## src/rtl/vga_pkg.sv

```systemverilog
// Shared VGA test-pattern definitions: timing defaults, 12-bit colour type,
// colour-bar palette and the scroller state enum.
package vga_pkg;

  localparam int H_ACTIVE_DEFAULT  = 640;
  localparam int BAR_WIDTH_DEFAULT = 80;
  localparam int BAR_COUNT         = 8;

  typedef logic [11:0] rgb_t;

  typedef enum logic [1:0] {
    WAIT_FRAME = 2'd0,
    RUN        = 2'd1,
    HOLD       = 2'd2
  } scroll_state_t;

  // Bar 0 (white) occupies the least-significant 12-bit slot.
  localparam logic [BAR_COUNT*12-1:0] PALETTE = {
    12'h000, 12'h00F, 12'hF00, 12'hF0F,
    12'h0F0, 12'h0FF, 12'hFF0, 12'hFFF
  };

  function automatic rgb_t palette_rgb(input logic [2:0] idx);
    rgb_t colour;
    colour = '0;
    for (int i = 0; i < BAR_COUNT; i++) begin
      if (idx == 3'(i)) colour = PALETTE[i*12 +: 12];
    end
    return colour;
  endfunction

endpackage

```

## src/rtl/sync_delay.sv

```systemverilog
// Fixed-depth shift register for sync/video flags; every stage resets to all-ones
// so active-low syncs read inactive while the pipeline is being refilled.
module sync_delay #(
  parameter int WIDTH = 3,
  parameter int DEPTH = 2
) (
  input  logic             clk,
  input  logic             rst,
  input  logic [WIDTH-1:0] data,
  output logic [WIDTH-1:0] tap1,
  output logic [WIDTH-1:0] delayed
);

  logic [WIDTH-1:0] stage_reg [DEPTH];

  always_ff @(posedge clk or posedge rst) begin
    if (rst) begin
      for (int i = 0; i < DEPTH; i++) stage_reg[i] <= '1;
    end else begin
      stage_reg[0] <= data;
      for (int i = 1; i < DEPTH; i++) stage_reg[i] <= stage_reg[i-1];
    end
  end

  assign tap1    = stage_reg[0];
  assign delayed = stage_reg[DEPTH-1];

endmodule

```

## src/rtl/scroll_bars.sv

```systemverilog
// Eight vertical colour bars with a 2-cycle pixel pipeline. With SCROLL_BARS_SCROLL_EN
// defined the bars scroll by speed+1 pixels per frame (pausable); otherwise they are static.
module scroll_bars
  import vga_pkg::*;
#(
  parameter int H_ACTIVE  = H_ACTIVE_DEFAULT,
  parameter int BAR_WIDTH = BAR_WIDTH_DEFAULT
) (
  input  logic       clk_25,
  input  logic       rst,
  input  logic       hsync_in,
  input  logic       vsync_in,
  input  logic       video_on,
  input  logic [9:0] horizontal_num,
  input  logic       pause,
  input  logic [1:0] speed,
  output logic [3:0] red,
  output logic [3:0] green,
  output logic [3:0] blue,
  output logic       hsync_out,
  output logic       vsync_out
);

  localparam logic [10:0] H_LIMIT = 11'(H_ACTIVE);
  localparam logic [9:0]  BAR_W   = 10'(BAR_WIDTH);

  scroll_state_t state_reg, state_next;
  logic [9:0]    offset_reg, offset_next;
  logic          vsync_prev_reg;
  logic          frame_tick;
  logic [9:0]    column;
  logic [10:0]   pos_sum;
  logic [9:0]    pos_reg, pos_next;
  logic [2:0]    bar_idx;
  rgb_t          rgb_reg, rgb_next;
  logic [2:0]    sync_tap1, sync_tap2;
  logic          unused_taps;

  assign frame_tick = vsync_prev_reg & ~vsync_in;

  always_ff @(posedge clk_25 or posedge rst) begin
    if (rst) begin
      vsync_prev_reg <= 1'b1;
      state_reg      <= WAIT_FRAME;
      offset_reg     <= '0;
    end else begin
      vsync_prev_reg <= vsync_in;
      state_reg      <= state_next;
      offset_reg     <= offset_next;
    end
  end

`ifdef SCROLL_BARS_SCROLL_EN
  logic [10:0] offset_sum;
  assign offset_sum = {1'b0, offset_reg} + {9'd0, speed} + 11'd1;

  always_comb begin
    state_next  = state_reg;
    offset_next = offset_reg;
    if (frame_tick) begin
      case (state_reg)
        WAIT_FRAME: state_next = pause ? HOLD : RUN;
        RUN: begin
          if (pause) state_next = HOLD;
          else offset_next = (offset_sum >= H_LIMIT) ? 10'(offset_sum - H_LIMIT)
                                                     : offset_sum[9:0];
        end
        HOLD:    if (!pause) state_next = RUN;
        default: state_next = WAIT_FRAME;
      endcase
    end
  end
`else
  logic unused_cfg;
  assign unused_cfg = ^{pause, speed};

  always_comb begin
    state_next  = state_reg;
    offset_next = '0;
    if (frame_tick && state_reg == WAIT_FRAME) state_next = RUN;
  end
`endif

  // Stage 1: scrolled column, folded back into the visible line by one subtract.
  assign column   = ({1'b0, horizontal_num} >= H_LIMIT) ? 10'd0 : horizontal_num;
  assign pos_sum  = {1'b0, column} + {1'b0, offset_reg};
  assign pos_next = (pos_sum >= H_LIMIT) ? 10'(pos_sum - H_LIMIT) : pos_sum[9:0];

  // Stage 2: bar lookup; video_on travels inverted so the all-ones reset means blanked.
  assign bar_idx  = 3'(pos_reg / BAR_W);
  assign rgb_next = (state_reg != WAIT_FRAME && !sync_tap1[0]) ? palette_rgb(bar_idx) : '0;

  always_ff @(posedge clk_25 or posedge rst) begin
    if (rst) begin
      pos_reg <= '0;
      rgb_reg <= '0;
    end else begin
      pos_reg <= pos_next;
      rgb_reg <= rgb_next;
    end
  end

  sync_delay #(
    .WIDTH(3),
    .DEPTH(2)
  ) u_sync_delay (
    .clk    (clk_25),
    .rst    (rst),
    .data   ({hsync_in, vsync_in, ~video_on}),
    .tap1   (sync_tap1),
    .delayed(sync_tap2)
  );

  assign unused_taps = ^{sync_tap1[2:1], sync_tap2[0]};

  assign red       = rgb_reg[11:8];
  assign green     = rgb_reg[7:4];
  assign blue      = rgb_reg[3:0];
  assign hsync_out = sync_tap2[2];
  assign vsync_out = sync_tap2[1];

endmodule

```

## config.mk

```make
export PLATFORM = sky130hd
export DESIGN_NAME = scroll_bars
export DESIGN_NICKNAME = d
export VERILOG_FILES = /design/src/rtl/vga_pkg.sv /design/src/rtl/sync_delay.sv /design/src/rtl/scroll_bars.sv
export SDC_FILE = /design/constraint.sdc
export NUM_CORES = 1
export LEC_CHECK = 0
export CAP_MARGIN = 20
export CORE_MARGIN = 8
export CORE_UTILIZATION = 44
export CTS_BUF_LIST = sky130_fd_sc_hd__clkbuf_4 sky130_fd_sc_hd__clkbuf_8
export CTS_CLUSTER_DIAMETER = 120
export DETAILED_ROUTE_END_ITERATION = 8
export PLACE_DENSITY = 0.9
export SYNTH_ARGS = -nofsm -noshare
export SYNTH_HDL_FRONTEND = slang
export SYNTH_HIERARCHICAL = 1
export SYNTH_SLANG_ARGS = --single-unit
```

## constraint.sdc

```tcl
create_clock -name clk_25 -period 1.8 [get_ports clk_25]
set_input_delay 0.36 -clock clk_25 [delete_from_list [all_inputs] [get_ports clk_25]]
set_output_delay 0.36 -clock clk_25 [all_outputs]
set_load 0.01 [all_outputs]
```

==> metrics.yaml, run 1 <==
worst_setup_path:
  required_ns: 1.44
  crit_type: "register to output pin"
  cp_top_family: "buffers and inverters"
  cp_slowest_stage_delay_ns: 0.53
  ff2ff_path_depth: 4
  start_kind: "register"
  arrival_ns: 1.34
  r2r_setup_slack_ns: 0.14
  worstPathMaxFanout: 1
  rr_endpoint: "rgb_reg[3]"
  crit_chain: "clkdlybuf4s50_1"
  worstReg2RegStart: "pos_reg[7]"
  crit_slowest_cell: "clkdlybuf4s50_1"
  cp-end-kind: "output pin"
  path_buf_inv: 1
placement:
  dpl.hpwl_mm: 1.18
  io_buffers: 24
  gp_congestion: 0.791
  dp_worst_setup_slack_ns: 0.169
  place_area_um2: 990
global_routing:
  grt_pass1_vias: 603
  overflow: 0
  antenna_found_initial: 0
  grt.total_usage_pct: 9.46
  grt_first_pass_wirelength_mm: 2.46
  grt_max_degree: 12
floorplan:
  io_pins: 32
  core_um2: 1710
  die_w_um: 58.4
  die_y_um: 58.4
  rows: 15
  dieArea_um2: 3410
  initial_core_util_pct: 46.3
timing:
  finalHoldViolCount: 0
  drv_slew: 0
  rsz0062_at_grt: "false"
  timing.final.crit_share_pct: 94.3
  fmax_mhz: 589
  tns_ns: 0
  max_slew_margin_pct: 73.4
  period_minus_slack_ns: 1.70
  worst_slew_pin_slew_ns: 0.398
  finClkSkew_ns: 0.00586
  setup_ws_ns: 0.103
  setup_viol: 0
drt:
  num_vias: 576
  firstDrtPassIters: 6
  drtAntennaViolNets: 0
  dr.first_iter.drc_count: 11
  vias_per_cell: 5.01
  wl_mm: 1.51
  wl_per_cell_um: 13.1
  drc: 0
layout:
  nets: 109
  ff_latch_area_um2: 408
  area_growth_pct: 29.7
  final_util_pct: 60.1
  largest_reg_flops: 6
  diodes: 0
  multiInputGateArea_um2: 273
  nFillCells: 147
  drive_above_1_share_pct: 20.0
  finalInstanceArea_um2: 1030
synth:
  syn_area_per_cell_um2: 11.0
  synth_area_um2: 791
  synth_nets: 90
  yosysWarnings: 6
  syn_inst: 72
status:
  outcome: "finished clean"
cts:
  path_clk_slew_ns: 0.09
  cts_setup_buffers: 0
  cts_tree: "built"
  cts_made_buffers: 3
  cts_buffer_depth: 2
  root_buffer: "clkbuf_4"
  htree_levels: 1
  cts_hold_buf: 0
  clock-sinks: 16
  clock_latency_ns: 0.29
  ctsResizeCount: 0
min_path:
  hp-start: "u_sync_delay/tap1[1]"
  hold_end: "u_sync_delay/delayed[1]"
  holdPathStages: 0
  hold_path.class: "register to register"
job:
  max-cap-violations: 0
pwr:
  powerDensity_nw_per_um2: 778
  p_leak_nw: 0.431
  peakVddDrop_mv: 0.457
==> worst max path at each step <==
stage,start,to,slack (ns),cells after the start
finish,u_sync_delay/delayed[1],vsync_out,0.10,1
floorplan,pos_reg[7],rgb_reg[3],0.28,4
global route,u_sync_delay/delayed[1],vsync_out,0.05,1
CTS,u_sync_delay/delayed[1],vsync_out,0.08,1
global placement,pos_reg[7],rgb_reg[3],0.22,4
detailed placement,pos_reg[7],rgb_reg[10],0.17,4
==> metal layers <==
metal  track usage [%]  share of wire (%)  vias to the layer above
met4              6.29               0.93                        0
met3              4.78                 10                        6
met5                 0                  0                        -
met2              18.1                 53                       37
met1              7.03                 36                      261
li1                  -                  -                      272
==> per-stage QoR <==
step	std cells	power, mW	hold slack, ns
floorplan	72	0.503	0.212
global placement	111	0.560	0.346
detailed placement	111	0.569	0.349
CTS	115	0.810	0.363
global route	115	0.841	0.367
finish	115	0.798	0.362
==> report_power, final <==
group          switching (mW)  internal (mW)  leakage (nW)
combinational          0.0634         0.0926         0.224
clock                   0.115          0.123        0.0210
sequential             0.0198          0.385         0.186
total                   0.198          0.601         0.431
==> area by class of cell <==
type                       instances  share of cell area (%)
tap                               25                    3.05
inverter                           8                    2.93
timing repair buffer              25                    24.1
clock buffer                       4                    3.54
sequential                        16                    39.8
multi-input combinational         37                    26.6
==> placed cells by master (no fill, tap or decap) <==
cell and count:
a2111oi_0 1, o21ai_0 4, nand2b_1 2, mux2_2 1, dfstp_2 6, nand4b_1 1
buf_4 1, clkbuf_8 1, nand2b_4 2, nor2b_1 2, clkbuf_4 3, nand2_1 2
o211ai_1 1, and3_1 2, or4_4 1, a221oi_2 1, a31oi_1 2, nor2_1 4
and3b_1 1, inv_1 8, nor3b_1 2, clkdlybuf4s50_1 24, o221ai_1 1, and2_1 3
o32ai_1 1, o2111ai_1 1, dfrtp_1 10, nor3_2 1, nor2_4 1
Note: power is estimated with default switching activity, not from simulation.
==> inputs of run 2 (changes only) <==
Clock period 1.8 ns to 1.9 ns, I/O delays scaled along.
==> metrics.yaml, run 2 (synthesis results as in run 1) <==
status:
  outcome: "finished clean"
layout:
  drive_above_1_share_pct: 20.0
  nFillCells: 147
  final_cell_count_no_fill: 115
  largest_reg_flops: 6
  final_common_cell: "clkdlybuf4s50_1"
  area_growth_pct: 29.7
  nets: 109
  multiInputGateArea_um2: 273
  ff_latch_area_um2: 408
  final_cell_mix: "clkdlybuf4s50_1 (24), dfrtp_1 (10), inv_1 (8)"
  diodes: 0
timing:
  finalHoldViolCount: 0
  worst_slew_pin_slew_ns: 0.399
  max_slew_margin_pct: 73.4
  drv_slew: 0
  tns_ns: 0
  finClkSkew_ns: 0.00481
  setup_viol: 0
  timing.final.crit_share_pct: 90.8
  rsz0062_at_grt: "false"
  fmax_mhz: 580
  period_minus_slack_ns: 1.72
cts:
  cts_tree: "built"
  root_buffer: "clkbuf_4"
  cts_hold_buf: 0
  cts_buffer_depth: 2
  clock_latency_ns: 0.30
  htree_levels: 1
  cts_setup_buffers: 0
  path_clk_slew_ns: 0.09
  ctsResizeCount: 0
  clock-sinks: 16
  cts_made_buffers: 3
worst_setup_path:
  cp-end-kind: "output pin"
  arrival_ns: 1.34
  cp_top_family: "buffers and inverters"
  crit_slowest_cell: "clkdlybuf4s50_1"
  required_ns: 1.52
  worstReg2RegStart: "pos_reg[7]"
  start_kind: "register"
  ff2ff_path_depth: 4
  worstPathMaxFanout: 1
  path_buf_inv: 1
  crit_chain: "clkdlybuf4s50_1"
  cp_num_cells: 1
  cp-startpoint: "u_sync_delay/delayed[1]"
  cp_slowest_stage_delay_ns: 0.53
  crit_type: "register to output pin"
floorplan:
  core_um2: 1710
  initial_core_util_pct: 46.3
  die_w_um: 58.4
  dieArea_um2: 3410
  io_pins: 32
  die_y_um: 58.4
  rows: 15
global_routing:
  grt_first_pass_wirelength_mm: 2.44
  grt_max_degree: 12
  grt_pass1_vias: 593
  antenna_found_initial: 0
  overflow: 0
  grt.total_usage_pct: 9.47
min_path:
  holdPathStages: 0
  hold_path.class: "register to register"
  hp-start: "u_sync_delay/tap1[2]"
drt:
  dr.first_iter.drc_count: 10
  vias_per_cell: 4.92
  firstDrtPassIters: 4
  drc: 0
  drtAntennaViolNets: 0
  wl_per_cell_um: 13.1
  wl_mm: 1.51
  num_vias: 566
placement:
  io_buffers: 24
  dpl.hpwl_mm: 1.18
  gp_congestion: 0.789
  dp_cells: 111
pwr:
  peakVddDrop_mv: 0.431
  powerDensity_nw_per_um2: 738
  p_leak_nw: 0.431
job:
  max-cap-violations: 0
run 2: path summary, 6_finish.rpt:
kind | to | slack [ns]
worst min-delay path | u_sync_delay/delayed[2] | 0.36
max in group asynchronous | vsync_prev_reg | 1.19
worst max-delay path | vsync_out | 0.18
worst min register to register | u_sync_delay/delayed[2] | 0.36
min in group asynchronous | rgb_reg[7] | 0.39
worst max register to register | rgb_reg[3] | 0.24
run 2: cell type report:
cell class | instances | share of cell area (%)
Tap cell | 25 | 3.05
Timing Repair Buffer | 25 | 24.1
Inverter | 8 | 2.93
Clock buffer | 4 | 3.54
Sequential cell | 16 | 39.8
Multi-Input combinational cell | 37 | 26.6
run 2: routing by layer:
layer  global-route usage [%]  up-vias  routed length, um
li1                         -      269                  -
met1                     7.06      272                512
met2                     18.6       22                825
met3                     4.13        3                137
met5                        0        -                  0
met4                     6.29        0                 30
run 2: power by group:
part	total (mW)	internal (mW)	switching, mW
sequential	0.383	0.365	0.0184
combinational	0.148	0.0877	0.0600
clock	0.227	0.117	0.110
total	0.757	0.569	0.188
run 2: through the flow:
stage | power [mW] | worst slack, ns | instance area [um2] | util [%] | hold slack (ns)
6_report | 0.757 | 0.175 | 1030 | 60.1 | 0.362
5_1_grt | 0.793 | 0.136 | 1030 | 60.1 | 0.369
4_1_cts | 0.767 | 0.160 | 1030 | 60.1 | 0.365
3_5_place_dp | 0.539 | 0.279 | 990 | 57.9 | 0.352
3_3_place_gp | 0.531 | 0.321 | 990 | 57.9 | 0.346
2_1_floorplan | 0.476 | 0.377 | 791 | - | 0.232
